<file path="src/rtl/crc32_pkg.sv">
// Shared types and constants for the serial CRC-32 frame controller.
package crc32_pkg;

    localparam int unsigned BYTE_W = 8;
    localparam int unsigned CNT_W  = $clog2(BYTE_W);

    localparam logic [31:0] DEF_POLY = 32'h04C11DB7;
    localparam logic [31:0] DEF_INIT = 32'hFFFFFFFF;

    typedef enum logic [1:0] {
        IDLE  = 2'd0,
        SHIFT = 2'd1,
        DONE  = 2'd2
    } state_t;

    // One MSB-first CRC step: no reflection, no final XOR.
    function automatic logic [31:0] crc_step(
        input logic [31:0] crc,
        input logic        bit_in,
        input logic [31:0] poly
    );
        logic fb;
        fb = crc[31] ^ bit_in;
        return {crc[30:0], 1'b0} ^ (fb ? poly : '0);
    endfunction

endpackage

</file>
<file path="src/rtl/crc32_serial_core.sv">
// Bit-serial 32-bit CRC register: one polynomial step per enabled cycle.
module crc32_serial_core
    import crc32_pkg::*;
#(
    parameter logic [31:0] POLY = DEF_POLY,
    parameter logic [31:0] INIT = DEF_INIT
) (
    input  logic        clk,
    input  logic        rst,
    input  logic        clear,
    input  logic        step_en,
    input  logic        bit_in,
    output logic [31:0] crc
);

    // CRC register: clear (reload INIT) has priority over a step.
    always_ff @(posedge clk or posedge rst) begin
        if (rst) begin
            crc <= INIT;
        end else if (clear) begin
            crc <= INIT;
        end else if (step_en) begin
            crc <= crc_step(crc, bit_in, POLY);
        end
    end

endmodule

</file>
<file path="src/rtl/crc32_frame_ctrl.sv">
// Frame controller: accepts bytes, serializes them MSB first into the CRC
// core and presents the frame CRC with a valid/ready handshake.
module crc32_frame_ctrl
    import crc32_pkg::*;
#(
    parameter logic [31:0] POLY = DEF_POLY,
    parameter logic [31:0] INIT = DEF_INIT
) (
    input  logic              clk,
    input  logic              rst,
    input  logic              abort,
    input  logic              s_valid,
    output logic              s_ready,
    input  logic [BYTE_W-1:0] s_data,
    input  logic              s_last,
    output logic              m_valid,
    input  logic              m_ready,
    output logic [31:0]       m_crc,
    output logic              busy
);

    state_t             state;
    logic [BYTE_W-1:0]  sreg;
    logic [CNT_W-1:0]   bit_cnt;
    logic               last_q;
    logic               last_bit;
    logic               xfer;
    logic               crc_clear;
    logic               crc_step_en;
    logic [31:0]        crc;

    assign last_bit = (bit_cnt == CNT_W'(BYTE_W - 1));

    // Byte acceptance: free in IDLE, or on the final bit of a non-last byte
    // so a continuous stream runs at 8 cycles/byte with no bubble.
    always_comb begin
        s_ready = 1'b0;
        if (!abort) begin
            case (state)
                IDLE:    s_ready = 1'b1;
                SHIFT:   s_ready = last_bit && !last_q;
                default: s_ready = 1'b0;
            endcase
        end
    end

    assign xfer        = s_valid && s_ready;
    assign crc_clear   = abort || ((state == DONE) && m_ready);
    assign crc_step_en = (state == SHIFT);
    assign m_crc       = crc;

    crc32_serial_core #(
        .POLY (POLY),
        .INIT (INIT)
    ) u_core (
        .clk     (clk),
        .rst     (rst),
        .clear   (crc_clear),
        .step_en (crc_step_en),
        .bit_in  (sreg[BYTE_W-1]),
        .crc     (crc)
    );

    // Frame FSM with serializer, bit counter and registered status outputs.
    always_ff @(posedge clk or posedge rst) begin
        if (rst) begin
            state   <= IDLE;
            sreg    <= '0;
            bit_cnt <= '0;
            last_q  <= 1'b0;
            m_valid <= 1'b0;
            busy    <= 1'b0;
        end else if (abort) begin
            state   <= IDLE;
            bit_cnt <= '0;
            last_q  <= 1'b0;
            m_valid <= 1'b0;
            busy    <= 1'b0;
        end else begin
            case (state)
                IDLE: begin
                    if (xfer) begin
                        sreg    <= s_data;
                        last_q  <= s_last;
                        bit_cnt <= '0;
                        state   <= SHIFT;
                        busy    <= 1'b1;
                    end
                end
                SHIFT: begin
                    if (xfer) begin
                        sreg    <= s_data;
                        last_q  <= s_last;
                        bit_cnt <= '0;
                    end else if (last_bit) begin
                        bit_cnt <= '0;
                        if (last_q) begin
                            state   <= DONE;
                            m_valid <= 1'b1;
                        end else begin
                            // Mid-frame stall: CRC register is kept for the next byte.
                            state <= IDLE;
                            busy  <= 1'b0;
                        end
                    end else begin
                        sreg    <= {sreg[BYTE_W-2:0], 1'b0};
                        bit_cnt <= bit_cnt + CNT_W'(1);
                    end
                end
                DONE: begin
                    if (m_ready) begin
                        state   <= IDLE;
                        m_valid <= 1'b0;
                        busy    <= 1'b0;
                        last_q  <= 1'b0;
                    end
                end
                default: begin
                    state   <= IDLE;
                    m_valid <= 1'b0;
                    busy    <= 1'b0;
                end
            endcase
        end
    end

endmodule

</file>
<file path="config.mk">
export PLATFORM = sky130hd
export DESIGN_NAME = crc32_frame_ctrl
export DESIGN_NICKNAME = d
export VERILOG_FILES = /design/src/rtl/crc32_pkg.sv /design/src/rtl/crc32_serial_core.sv /design/src/rtl/crc32_frame_ctrl.sv
export SDC_FILE = /design/constraint.sdc
export NUM_CORES = 1
export LEC_CHECK = 0
export CAP_MARGIN = 30
export CORE_AREA = 5 5 74 76
export DETAILED_ROUTE_END_ITERATION = 10
export DIE_AREA = 0 0 79 81
export PLACE_DENSITY = 0.87
export SYNTH_ARGS = -nofsm -noshare
export SYNTH_HDL_FRONTEND = slang
export SYNTH_SLANG_ARGS = --single-unit
</file>
<file path="constraint.sdc">
create_clock -name clk -period 2.2 [get_ports clk]
set_clock_uncertainty 0.05 [all_clocks]
set_input_delay 0.44 -clock clk [delete_from_list [all_inputs] [get_ports clk]]
set_output_delay 0.44 -clock clk [all_outputs]
set_load 0.1 [all_outputs]
</file>
==> run_results.csv <==
group,metric,value,unit
placed_design,dpl.cell_count,325,
clock_tree,clk_latency,300,ps
placed_design,place_hpwl,3340,µm
logic_synthesis,ys_seq_area_share,54.3,%
global_route,antenna_found_initial,0,
worst_setup_path,required,1710,ps
finish,syn_to_final_growth,31.8,%
clock_tree,clk_path_buf_depth,2,
floorplan,rows,25,
logic_synthesis,synth_nets,245,
logic_synthesis,ys_ff_latch,48,
finish,layout.cells.non_filler,333,
power_and_ir_drop,powerDensity,902,mW/mm²
timing,setup_ws,53.6,ps
timing,period_share,97.6,%
clock_tree,hold_buffers,0,
routing,vias,1786,
floorplan,fp.coreArea,0.00466,mm²
floorplan,die-area,0.00640,mm²
logic_synthesis,yosysTopAreaCellShare,36.8,%
finish,fill_cells,364,
worst_setup_path,critPathMaxFanout,6,
worst_setup_path,path_buf_inv,1,
clock_tree,clockRootBuffer,"clkbuf_8",
routing,wl_per_cell,14.6,µm
finish,final_area,0.00301,mm²
logic_synthesis,yosys-top-cells-area,"dfstp_2 (37%), dfrtp_1 (18%), nand2_1 (10%)",
power_and_ir_drop,ir_drop,0.475,mV
power_and_ir_drop,combPwrFrac,33.8,%
timing,hold_violations,0,
global_route,grt_max_degree,38,
clock_tree,cts_buffers,5,
routing,final_antenna_net_count,0,
timing,fmax,0.466,GHz
worst_setup_path,critPathKind,"reg2out",
global_route,grt_usage,16.1,%
worst_setup_path,cp-start-kind,"flop",
placed_design,placed_area,0.00286,mm²
power_and_ir_drop,p_seq_share,40.1,%
logic_synthesis,syn_area,0.00228,mm²
routing,viasPerCell,5.36,
finish,ff_latch_area,0.00124,mm²
power_and_ir_drop,p_int,1.70,mW
routing,drt_iter0_drc,104,
worst_setup_path,crit_family,"flip-flops",
clock_tree,postCtsSetupBuffers,0,
power_and_ir_drop,p_clk_share,26.1,%
power_and_ir_drop,p_leak,1.36,nW
hold_path,hp-class,"in2async",
logic_synthesis,ys.warnings.count,0,
timing,finalSetupTns,0,ps
floorplan,die_h,81,µm
routing,drc_errors,0,
placed_design,post-place-ws,94.6,ps
finish,final_util,64.6,%
routing,dr.pass1.iters,4,
floorplan,io_pins,49,
timing,holdWs,415,ps
logic_synthesis,yosysTopAreaCell,"dfstp_2",
worst_setup_path,crit_arrival,1660,ps
logic_synthesis,synthCells,229,
floorplan,chipWidth,79,µm
flow_run,maxCapViolations,0,
worst_setup_path,slowest_delay,410,ps
floorplan,initial_utilization,49.0,%
clock_tree,clkSlewWorstSetupHoldPaths,90,ps
timing,worstMarginPinSlew,682,ps
worst_setup_path,end_kind,"output port",
global_route,grt_pass1_wl,8090,µm
finish,n_antenna_cell,0,
power_and_ir_drop,switching_share,37.5,%
logic_synthesis,synth.distinct_cells,32,
routing,routed_wl,4850,µm
timing,finalMaxSlewViolations,0,
timing,slew_headroom,54.5,%
worst_setup_path,slowest_stage,"dfrtp_1",
worst_setup_path,cp_cell_sequence,"ha_2, ha_4, and2b_4, o21a_1, buf_12",
timing,fin_crit,2150,ps
global_route,grt_overflow,0,
timing,rsz0062_at_grt,"false",
finish,multiInputGateArea,960,µm²
timing,finalSetupViolations,0,
placed_design,finalWeightedCongestion,0.816,
clock_tree,cts_tree,"done",
finish,layout.nets,294,
logic_synthesis,syn_avg_cell_area,9.98,µm²
power_and_ir_drop,finalPower,2.72,mW
finish,drive_gt1_share,34.1,%
status,status,"finished, final reports clean",
power_and_ir_drop,p_switching,1.02,mW
placed_design,portBuffers,48,
global_route,first_global_vias,1733,
clock_tree,htree_levels,2,
clock_tree,cts_num_sinks,48,
## final cells by class
type                       instances  share of cell area (%)
sequential                        48                    41.2
multi-input combinational        162                    31.9
clock buffer                       6                    3.12
clock inverter                     2                    1.29
inverter                           5                   0.623
tap                               54                    2.24
timing repair buffer              56                    19.6
## logic make-up after synthesis
group                      after synthesis  synth area share, %
and+or+nand+nor                         98                 18.5
DFF                                     48                 54.3
AOI/OAI and AO/OA                       40                 12.5
buffers and inverters                   19                 4.33
xor gates and xnor gates                14                 5.70
muxes                                    8                 3.56
adders and majority gates                2                 1.10
## routing by layer
| layer | part of all wire, % | up-vias | wire [µm] | GRT usage, % |
|---|---|---|---|---|
| li1 | - | 867 | - | - |
| met1 | 43 | 872 | 2090 | 19.4 |
| met2 | 50 | 42 | 2410 | 28.3 |
| met3 | 6.3 | 5 | 305 | 3.99 |
| met4 | 1.0 | 0 | 49 | 4.98 |
| met5 | 0 | - | 0 | 0 |
## flip-flops by register name, indices dropped and copies added, names as in the netlist
register	flops
bit_cnt	3
state	2
u_core.crc	32
last_q	1
sreg	8
m_valid	1
busy	1
## power by group through the flow
| stage | clock network (mW) | logic [mW] | registers (mW) |
|---|---|---|---|
| 2_1_floorplan | 0 | 0.305 | 1.50 |
| 3_3_place_gp | 0 | 0.909 | 1.10 |
| 3_5_place_dp | 0 | 0.923 | 1.10 |
| 4_1_cts | 0.723 | 0.926 | 1.09 |
| 5_1_grt | 0.762 | 0.974 | 1.10 |
| 6_report | 0.709 | 0.919 | 1.09 |
## synthesized netlist by cell type
cell type / instances
o211ai_1: 14
nand2_1: 62
nor2b_1: 1
xnor2_1: 13
o21ai_0: 5
and2b_4: 1
nand3_1: 21
dfrtp_1: 16
dfstp_2: 32
o21bai_1: 1
nand2b_4: 1
mux2i_1: 7
a22oi_1: 1
a21boi_0: 1
ha_1: 2
a21oi_1: 5
o21ai_1: 5
mux2_2: 1
nand2b_1: 3
o21a_1: 1
a21o_1: 1
nor2_1: 8
a32oi_1: 1
buf_2: 10
o21ai_2: 3
xor2_2: 1
buf_6: 2
clkbuf_1: 2
inv_1: 5
a31oi_4: 1
a31oi_2: 1
nor3_1: 1
## path summary, 6_finish.rpt
kind | startpoint | cells after the start | slack, ps | to
worst max register to register | bit_cnt[0]$_DFFE_PP0P_ | 6 | 320 | sreg[2]$_DFFE_PP0P_
min in group clk | u_core.crc[5]$_DFFE_PP1P_ | 2 | 450 | u_core.crc[6]$_DFFE_PP1P_
worst min-delay path | rst | 2 | 410 | sreg[2]$_DFFE_PP0P_
worst min register to register | u_core.crc[5]$_DFFE_PP1P_ | 2 | 450 | u_core.crc[6]$_DFFE_PP1P_
max in group asynchronous | rst | 3 | 1110 | u_core.crc[29]$_DFFE_PP1P_
worst max-delay path | bit_cnt[0]$_DFFE_PP0P_ | 5 | 50 | s_ready
## cell usage in the layout (no fill, tap or decap), types with 3 or more instances in the layout
cell type / instances
a21oi_1: 5
buf_12: 11
buf_4: 32
clkbuf_8: 5
clkdlybuf4s50_1: 13
dfrtp_1: 16
dfstp_2: 32
inv_1: 4
mux2i_1: 7
nand2_1: 62
nand2b_1: 3
nand3_1: 21
nor2_1: 8
o211ai_1: 14
o21ai_0: 5
o21ai_1: 5
o21ai_2: 3
xnor2_1: 13
## timing repair
item | in CTS | in global routing
endpoints found under the setup margin | 1 | 1
resized for setup | 1 | 2
cloned | 0 | 0
No activity file was read; power rests on OpenSTA's default activity.
